[config.mk]
export PLATFORM = sky130hd
export DESIGN_NAME = fp_mul_scheduler
export DESIGN_NICKNAME = d
export VERILOG_FILES = /design/src/rtl/fp_pkg.sv /design/src/rtl/fp_mul_scheduler_fp_multiplier.sv /design/src/rtl/fp_mul_scheduler.sv
export SDC_FILE = /design/constraint.sdc
export NUM_CORES = 2
export LEC_CHECK = 0
export ABC_CLOCK_PERIOD_IN_PS = 32299
export BUFFER_PORTS_ARGS = -buffer_cell sky130_fd_sc_hd__buf_2
export CORE_ASPECT_RATIO = 1.5
export CORE_MARGIN = 2
export CORE_UTILIZATION = 60
export DETAILED_ROUTE_END_ITERATION = 16
export PLACE_DENSITY_LB_ADDON = 0.08
export SKIP_CTS_REPAIR_TIMING = 1
export SLEW_MARGIN = 20
export SYNTH_ARGS = -nofsm -noshare
export SYNTH_HDL_FRONTEND = slang
export SYNTH_SLANG_ARGS = --single-unit
[constraint.sdc]
create_clock -name clk -period 32.3 [get_ports clk]
set_input_delay 1.615 -clock clk [delete_from_list [all_inputs] [get_ports clk]]
set_output_delay 1.615 -clock clk [all_outputs]
set_load 0.005 [all_outputs]
[src/rtl/fp_pkg.sv]
// Shared definitions for the FP multiply scheduler: FSM states and parameter defaults.
// Latency: n/a (types and constants only).
// Backpressure: n/a.
package fp_pkg;

  // Default operand/result width (IEEE-754 binary32) and acceptance-to-result latency.
  localparam int FP_N_DEFAULT   = 32;
  localparam int FP_LAT_DEFAULT = 2;

  // Scheduler FSM: one operation in flight at a time.
  typedef enum logic [1:0] {
    IDLE = 2'd0,
    WAIT = 2'd1,
    DONE = 2'd2
  } sched_state_e;

  // Exponent field width for a supported IEEE-754 format (binary32 or binary64).
  function automatic int fp_exp_width(input int n);
    return (n == 64) ? 11 : 8;
  endfunction

endpackage

[src/rtl/fp_mul_scheduler_fp_multiplier.sv]
// FP_Multiplier: combinational IEEE-754 multiply, round-to-nearest-even, full denormal support.
// Latency: 0 cycles (pure combinational; the caller registers inputs and result).
// Backpressure: none.
//
// Ports:
//   a_i, b_i : N-bit IEEE-754 operands
//   p_o      : N-bit IEEE-754 product
// Any NaN operand or Inf*0 yields the canonical quiet NaN; overflow saturates to signed Inf.
module FP_Multiplier
  import fp_pkg::*;
#(
  parameter int N = FP_N_DEFAULT
) (
  input  logic [N-1:0] a_i,
  input  logic [N-1:0] b_i,
  output logic [N-1:0] p_o
);

  localparam int EW   = fp_exp_width(N);
  localparam int MW   = N - 1 - EW;       // stored mantissa bits
  localparam int SW   = MW + 1;           // significand incl. hidden bit
  localparam int PW   = 2 * SW;           // full product width
  localparam int MAGW = N - 1;            // exponent + mantissa field
  localparam int BIAS = (1 << (EW - 1)) - 1;
  localparam int EMAX = (1 << EW) - 1;

  logic                s_p;
  logic [EW-1:0]       ea, eb, ea_eff, eb_eff, e_fin;
  logic [MW-1:0]       ma, mb;
  logic [SW-1:0]       sig_a, sig_b;
  logic [PW-1:0]       prod, norm;
  logic signed [15:0]  exp_sum, exp_r, lead, lz, shamt;
  logic                a_nan, b_nan, a_inf, b_inf, a_zero, b_zero;
  logic                ovf, guard, sticky, sticky_sh, inc;
  logic [MAGW-1:0]     mag, mag_rnd;

  always_comb begin
    ea     = a_i[N-2 -: EW];
    eb     = b_i[N-2 -: EW];
    ma     = a_i[MW-1:0];
    mb     = b_i[MW-1:0];
    s_p    = a_i[N-1] ^ b_i[N-1];

    a_nan  = (ea == EW'(EMAX)) && (ma != '0);
    b_nan  = (eb == EW'(EMAX)) && (mb != '0);
    a_inf  = (ea == EW'(EMAX)) && (ma == '0);
    b_inf  = (eb == EW'(EMAX)) && (mb == '0);
    a_zero = (ea == '0) && (ma == '0);
    b_zero = (eb == '0) && (mb == '0);

    // Denormals: hidden bit 0 and effective exponent 1.
    ea_eff = (ea == '0) ? EW'(1) : ea;
    eb_eff = (eb == '0) ? EW'(1) : eb;
    sig_a  = {(ea != '0), ma};
    sig_b  = {(eb != '0), mb};
    prod   = PW'(sig_a) * PW'(sig_b);

    // Biased exponent of the product when its binary point sits below bit PW-2.
    exp_sum = 16'(ea_eff) + 16'(eb_eff) - 16'(BIAS);

    // Leading-one position; denormal operands can push it well below the top.
    lead = '0;
    for (int i = 0; i < PW; i++) begin
      if (prod[i]) lead = 16'(i);
    end
    lz    = 16'(PW - 1) - lead;
    norm  = prod << lz;
    exp_r = exp_sum + 16'sd1 - lz;
    ovf   = (exp_r >= $signed(16'(EMAX)));

    // Results below the normal range are shifted into denormal form; shifted-out bits
    // feed the sticky bit so rounding stays correct.
    sticky_sh = 1'b0;
    shamt     = '0;
    e_fin     = '0;
    if (exp_r < 16'sd1) begin
      shamt = 16'sd1 - exp_r;
      for (int i = 0; i < PW; i++) begin
        if (($signed(16'(i)) < shamt) && norm[i]) sticky_sh = 1'b1;
      end
      norm = norm >> shamt;
    end else begin
      e_fin = exp_r[EW-1:0];
    end

    guard   = norm[PW-2-MW];
    sticky  = (|norm[PW-3-MW:0]) | sticky_sh;
    mag     = {e_fin, norm[PW-2 -: MW]};
    inc     = guard & (sticky | mag[0]);
    // Mantissa carry ripples into the exponent (denormal->normal, max->Inf).
    mag_rnd = mag + MAGW'(inc);

    if (a_nan || b_nan || (a_inf && b_zero) || (b_inf && a_zero)) begin
      p_o = {1'b0, {EW{1'b1}}, 1'b1, {(MW-1){1'b0}}};
    end else if (a_inf || b_inf || (ovf && !a_zero && !b_zero)) begin
      p_o = {s_p, {EW{1'b1}}, {MW{1'b0}}};
    end else if (a_zero || b_zero) begin
      p_o = {s_p, {(N-1){1'b0}}};
    end else begin
      p_o = {s_p, mag_rnd};
    end
  end

endmodule

[src/rtl/fp_mul_scheduler.sv]
// Two-requester scheduler sharing one FP multiplier; round-robin on ties, one op in flight.
// Latency: result valid LAT edges after acceptance; held until the owning requester consumes it.
// Backpressure: reqi_ready only in IDLE; a stalled response blocks all new requests.
//
// Ports:
//   clk, rst                  : clock, async active-high reset
//   reqi_valid/ready, reqi_a/b: request handshake and operands, i = 0/1
//   rspi_valid/ready          : response handshake, i = 0/1
//   rsp_result                : product, meaningful while any rspi_valid is high
//   busy, grant_id            : FSM not idle; owner of current/last operation
//   ops0_cnt, ops1_cnt        : completed responses per requester (only with FP_SCHED_STATS_EN)
// Optional feature macro: FP_SCHED_STATS_EN. N must be 32 or 64; LAT must be >= 1.
module fp_mul_scheduler
  import fp_pkg::*;
#(
  parameter int N   = FP_N_DEFAULT,
  parameter int LAT = FP_LAT_DEFAULT
) (
  input  logic         clk,
  input  logic         rst,
  input  logic         req0_valid,
  output logic         req0_ready,
  input  logic [N-1:0] req0_a,
  input  logic [N-1:0] req0_b,
  input  logic         req1_valid,
  output logic         req1_ready,
  input  logic [N-1:0] req1_a,
  input  logic [N-1:0] req1_b,
  output logic         rsp0_valid,
  input  logic         rsp0_ready,
  output logic         rsp1_valid,
  input  logic         rsp1_ready,
  output logic [N-1:0] rsp_result,
  output logic         busy,
  output logic         grant_id
`ifdef FP_SCHED_STATS_EN
  ,
  output logic [15:0]  ops0_cnt,
  output logic [15:0]  ops1_cnt
`endif
);

  localparam int CW = (LAT > 1) ? $clog2(LAT) : 1;

  sched_state_e  state_q;
  logic [CW-1:0] cnt_q;
  logic [N-1:0]  op_a_q, op_b_q, rsp_result_q;
  logic [N-1:0]  op_a_d, op_b_d, mul_p;
  logic          rsp0_valid_q, rsp1_valid_q, busy_q, grant_id_q;
  logic          rr_ptr_q;     // requester that wins the next tie
  logic          idle, sel, accept, rsp0_hs, rsp1_hs, rsp_hs;

  // Ready is gated by rst so it drops the instant reset asserts.
  assign idle = (state_q == IDLE) && !rst;

  // Arbitration: a lone valid requester always wins; ties go to the round-robin pointer.
  always_comb begin
    sel = 1'b0;
    if (req0_valid && req1_valid) begin
      sel = rr_ptr_q;
    end else if (req1_valid) begin
      sel = 1'b1;
    end
  end

  assign req0_ready = idle && req0_valid && !sel;
  assign req1_ready = idle && req1_valid &&  sel;
  assign accept     = req0_ready || req1_ready;

  assign op_a_d = sel ? req1_a : req0_a;
  assign op_b_d = sel ? req1_b : req0_b;

  // A ready from the requester that does not own the response is ignored.
  assign rsp0_hs = rsp0_valid_q && rsp0_ready;
  assign rsp1_hs = rsp1_valid_q && rsp1_ready;
  assign rsp_hs  = rsp0_hs || rsp1_hs;

  // Operands are registered at acceptance, so the multiplier sees stable inputs for
  // the whole WAIT phase regardless of what requesters do afterwards.
  FP_Multiplier #(
    .N(N)
  ) u_mul (
    .a_i(op_a_q),
    .b_i(op_b_q),
    .p_o(mul_p)
  );

  always_ff @(posedge clk or posedge rst) begin
    if (rst) begin
      state_q      <= IDLE;
      cnt_q        <= '0;
      op_a_q       <= '0;
      op_b_q       <= '0;
      rsp_result_q <= '0;
      rsp0_valid_q <= 1'b0;
      rsp1_valid_q <= 1'b0;
      busy_q       <= 1'b0;
      grant_id_q   <= 1'b0;
      rr_ptr_q     <= 1'b0;
    end else begin
      case (state_q)
        IDLE: begin
          if (accept) begin
            op_a_q     <= op_a_d;
            op_b_q     <= op_b_d;
            grant_id_q <= sel;
            rr_ptr_q   <= ~sel;
            cnt_q      <= CW'(LAT - 1);
            busy_q     <= 1'b1;
            state_q    <= WAIT;
          end
        end
        WAIT: begin
          // Counter starts at LAT-1, so capture lands exactly LAT edges after acceptance.
          if (cnt_q == '0) begin
            rsp_result_q <= mul_p;
            rsp0_valid_q <= ~grant_id_q;
            rsp1_valid_q <=  grant_id_q;
            state_q      <= DONE;
          end else begin
            cnt_q <= cnt_q - CW'(1);
          end
        end
        DONE: begin
          if (rsp_hs) begin
            rsp0_valid_q <= 1'b0;
            rsp1_valid_q <= 1'b0;
            busy_q       <= 1'b0;
            state_q      <= IDLE;
          end
        end
        default: begin
          state_q <= IDLE;
        end
      endcase
    end
  end

  assign rsp0_valid = rsp0_valid_q;
  assign rsp1_valid = rsp1_valid_q;
  assign rsp_result = rsp_result_q;
  assign busy       = busy_q;
  assign grant_id   = grant_id_q;

`ifdef FP_SCHED_STATS_EN
  logic [15:0] ops0_cnt_q, ops1_cnt_q;

  // Free-running wrap-around counters of consumed responses.
  always_ff @(posedge clk or posedge rst) begin
    if (rst) begin
      ops0_cnt_q <= '0;
      ops1_cnt_q <= '0;
    end else begin
      if (rsp0_hs) ops0_cnt_q <= ops0_cnt_q + 16'd1;
      if (rsp1_hs) ops1_cnt_q <= ops1_cnt_q + 16'd1;
    end
  end

  assign ops0_cnt = ops0_cnt_q;
  assign ops1_cnt = ops1_cnt_q;
`endif

endmodule
==> metrics.md, run 1 <==
| Metric | Value |
|---|---|
| Sequential area share after synthesis | `0.0686` |
| Synth area leaders | `fa_1 (26%), nand2_1 (7.4%), dfrtp_1 (6.9%)` |
| Failing step | `global routing` |
| GRT Overall Usage | `0.660` |
| Die Height | `312 um` |
| Syn nets | `5,826` |
| YS warnings | `0` |
| EDFF count, synth | `0` |
| FF+latch count, synth | `104` |
| Starting Density | `0.609` |
| Ys flop type | `dfrtp_1` |
| Err | `[ERROR GRT-0116] Global routing finished with congestion. Check the congestion regions in the DRC Viewer.` |
| Core Rows | `112` |
| Clock buffer depth | `2` |
| Async SR Flop Fraction | `1.00` |
| I/O pin total | `172` |
| Clk sink count | `104` |
| Htree depth | `3` |
| Die Width | `209 um` |
| Post-Syn Instances | `5,004` |
| Most frequent cells after synthesis | `nand2_1 (744), inv_1 (608), fa_1 (485), nor2_1 (336), and2_1 (316)` |
| Synthesized area per cell | `7.58 um2` |
| Dpl cell area | `0.0394 mm2` |
| Root Buffer | `clkbuf_16` |
| Largest net degree at the start of global routing | `81` |
| Most common cell in the netlist | `nand2_1` |
| GPL Wtd Cong | `1.19` |
| Cell taking the most area after synthesis | `fa_1` |
| Status | `did not finish` |
| DP HPWL | `145,000 um` |
| Cell count after placement | `5,773` |
| Synth top area share | `0.256` |
| CTS buffer count | `9` |
| Port Buffers | `171` |
| Vias in the first global route | `48,900` |
| Synth Cell Area | `0.0380 mm2` |
| Global-route wire length before repair | `317,000 um` |
| GRT Residual Overflow | `16` |
| Synth unique cells | `129` |
-- logic make-up after synthesis --
logic type,synth area share
XOR/XNOR,0.0148
adder cells (fa/ha/maj),0.323
AND/OR/NAND/NOR,0.247
AO/OA/AOI/OAI,0.230
buffers and inverters,0.0962
flip-flops,0.0686
multiplexers,0.0201
-- through the flow --
stage / hold slack [ns] / setup WS [ns]
2_1_floorplan: 0.452 / 17.22
3_3_place_gp: 0.459 / 13.93
3_5_place_dp: 0.469 / 13.52
4_1_cts: 0.489 / 13.46
-- routing by layer --
layer  GRT usage  GRT overflow
met3       0.385             1
met2       0.908            11
met4       0.737             4
met5       0.120             0
met1       0.642             0
==> run 2: changes to the inputs <==
--- a/config.mk
+++ b/config.mk
@@ -7,11 +7,10 @@
 export LEC_CHECK = 0
 export ABC_CLOCK_PERIOD_IN_PS = 32299
 export BUFFER_PORTS_ARGS = -buffer_cell sky130_fd_sc_hd__buf_2
-export CORE_ASPECT_RATIO = 1.5
 export CORE_MARGIN = 2
-export CORE_UTILIZATION = 60
+export CORE_UTILIZATION = 40
 export DETAILED_ROUTE_END_ITERATION = 16
-export PLACE_DENSITY_LB_ADDON = 0.08
+export PLACE_DENSITY_LB_ADDON = 0.15
 export SKIP_CTS_REPAIR_TIMING = 1
 export SLEW_MARGIN = 20
 export SYNTH_ARGS = -nofsm -noshare
==> metrics.md, run 2 <==
| Metric | Value |
|---|---|
| Fin worst setup slack | `13.56 ns` |
| Multiplexer share of the synthesized area | `0.0201 (unchanged)` |
| DR pass1 iterations | `7` |
| Post-Synth XOR/XNOR Area | `0.0148 (unchanged)` |
| Min-Delay Path Class | `reg -> reg` |
| Htree depth | `3 (unchanged)` |
| Final period utilization | `0.580` |
| EDFF count, synth | `0 (unchanged)` |
| # Max-Cap Violations | `0` |
| Most frequent CP cell | `fa_1` |
| Buf/Inv on CP | `7` |
| Synth Area in Compound Gates | `0.230 (unchanged)` |
| Sequential area share after synthesis | `0.0686 (unchanged)` |
| Die Area | `0.0974 mm2` |
| Adder-cell share of the synthesized area | `0.323 (unchanged)` |
| Routed len/inst | `26.9 um` |
| Setup TNS | `0 ns` |
| Global-route wire length before repair | `255,000 um` |
| Synth unique cells | `129 (unchanged)` |
| DP HPWL | `131,000 um (-9.4%)` |
| Peak Freq | `53.3 MHz` |
| Critical Path Max Stage Delay | `0.81 ns` |
| Unrepaired setup endpoints after global routing | `false` |
| Most common cell in the netlist | `nand2_1` |
| YS warnings | `0 (unchanged)` |
| Synthesized area per cell | `7.58 um2 (unchanged)` |
| Startpoint Class | `flop` |
| DR iter-0 viols | `4,273` |
| Post-Syn Instances | `5,004 (unchanged)` |
| Synth area leaders | `fa_1 (26%), nand2_1 (7.4%), dfrtp_1 (6.9%)` |
| Core area | `0.0936 mm2` |
| Async SR Flop Fraction | `1.00 (unchanged)` |
| Setup WS pre-CTS | `14.06 ns (+0.538 ns)` |
| Root Buffer | `clkbuf_16` |
| CP Max Fanout | `29` |
| Final setup violating endpoints | `0` |
| Vias/cell | `6.28` |
| GPL Wtd Cong | `1.04 (-12%)` |
| CP required | `32.59 ns` |
| Min cycle time layout | `18.74 ns` |
| FF+latch count, synth | `104 (unchanged)` |
| Max-slew violations | `0` |
| GRT Residual Overflow | `0` |
| Vias in the first global route | `38,800` |
| Slew @ Worst Pin | `1.32 ns` |
| Ys flop type | `dfrtp_1` |
| Filler Cells Inserted | `9,875` |
| Slew margin rel. | `0.115` |
| Final hold slack | `0.482 ns` |
| DRT Wirelength | `168,000 um` |
| Most common cell after layout, fill and taps aside | `nand2_1` |
| Synth Cell Area | `0.0380 mm2 (unchanged)` |
| Port Buffers | `171 (unchanged)` |
| Layout area overhead | `6.10%` |
| Worst-Skew Late Latency | `0.40 ns` |
| Initial antenna violation count | `1` |
| Slowest stage cell on the critical path | `nor4b_2` |
| Most frequent cells after synthesis | `nand2_1 (744), inv_1 (608), fa_1 (485), nor2_1 (336), and2_1 (316)` |
| Final Hold Fails | `0` |
| CTS tree | `built` |
| Largest family of logic cells by synthesized area | `adder cells` |
| Worst Setup End Kind | `flop` |
| Syn nets | `5,826 (unchanged)` |
| I/O pin total | `172 (unchanged)` |
| CP arrival | `19.03 ns` |
| Die Height | `312 um (unchanged)` |
| Share of layout cells above drive strength 1 | `0.0928` |
| Final ANT Viol Nets | `0` |
| Synth top area share | `0.256 (unchanged)` |
| Starting Density | `0.405 (-0.203)` |
| Final Skew | `0.0184 ns` |
| Clock transition at the registers of the reported paths | `0.09 ns` |
| CTS buffer count | `9 (unchanged)` |
| Die Width | `312 um (+49%)` |
| Net count, final | `5,806` |
| Clock buffer depth | `2 (unchanged)` |
| Via count | `39,200` |
| GRT Overall Usage | `0.342` |
| DRC Markers | `0` |
| Largest net degree at the start of global routing | `67` |
| Delay-heaviest family, CP | `simple AND/OR/NAND/NOR gates` |
| Status | `complete, no violations` |
| Critical path class | `reg -> reg` |
| Most frequent cells in the layout | `nand2_1 (744), inv_1 (606), fa_1 (485)` |
| Clk sink count | `104 (unchanged)` |
| Simple-gate area share of the yosys netlist | `0.247 (unchanged)` |
| Core Rows | `112 (unchanged)` |
| Cell taking the most area after synthesis | `fa_1` |
==> run 2: final timing paths <==
check	start	end	slack [ns]	cells after the start
setup / recovery	op_a_q[16]	rsp_result[30]	13.56	54
hold / removal	rsp_result[8]	rsp_result[8]	0.48	2
setup reg to reg	op_a_q[16]	rsp_result[30]	13.56	54
hold reg to reg	rsp_result[8]	rsp_result[8]	0.48	2
max in group asynchronous	rst	rsp_result[26]	29.78	3
min in group asynchronous	rst	rsp1_valid	1.29	2
==> run 2: per-stage QoR <==
step                utilization  area, um2  std cells
CTS                       0.430      40300       6242
detailed placement        0.427      39900       6226
floorplan                     -      38000       5004
finish                    0.430      40300       6244
global route              0.430      40300       6243
global placement          0.427      39900       6226
==> run 2: final cells by class <==
| type | count | area (um2) | area share |
|---|---|---|---|
| inverters | 614 | 2310 | 0.0573 |
| diodes | 1 | 2.50 | 0.0000621 |
| well taps | 1254 | 1570 | 0.0390 |
| clock buffers | 9 | 225 | 0.00559 |
| multi-input cells | 3970 | 31800 | 0.789 |
| repair buffers | 285 | 1710 | 0.0425 |
| flip-flops and latches | 104 | 2600 | 0.0646 |
| clock inverters | 7 | 83.8 | 0.00208 |
==> run 2: cells by family after synthesis <==
kind of cell / Yosys count
AO/OA/AOI/OAI: 1213
XOR/XNOR: 64
adder cells (fa/ha/maj): 690
buffers and inverters: 930
flip-flops: 104
multiplexers: 70
AND/OR/NAND/NOR: 1933
==> run 2: layer usage <==
layer | global-route usage | part of all wire | up-vias
met2 | 0.540 | 0.45 | 2145
met3 | 0.0492 | 0.083 | 490
met1 | 0.458 | 0.41 | 19400
met5 | 0 | 0.000048 | -
met4 | 0.170 | 0.059 | 2
li1 | - | - | 17200
==> run 2: tightest hold or removal path, delay by kind of cell, from the launching register on <==
kind / cells / cell delay (ns)
AOI/OAI and AO/OA: 1 / 0.06
DFF: 1 / 0.35
and+or+nand+nor: 1 / 0.05
Power of run 2 is left out: the tool's default activity adds up to more than one toggle a clock period on the data nets, which glitch-free logic cannot reach.
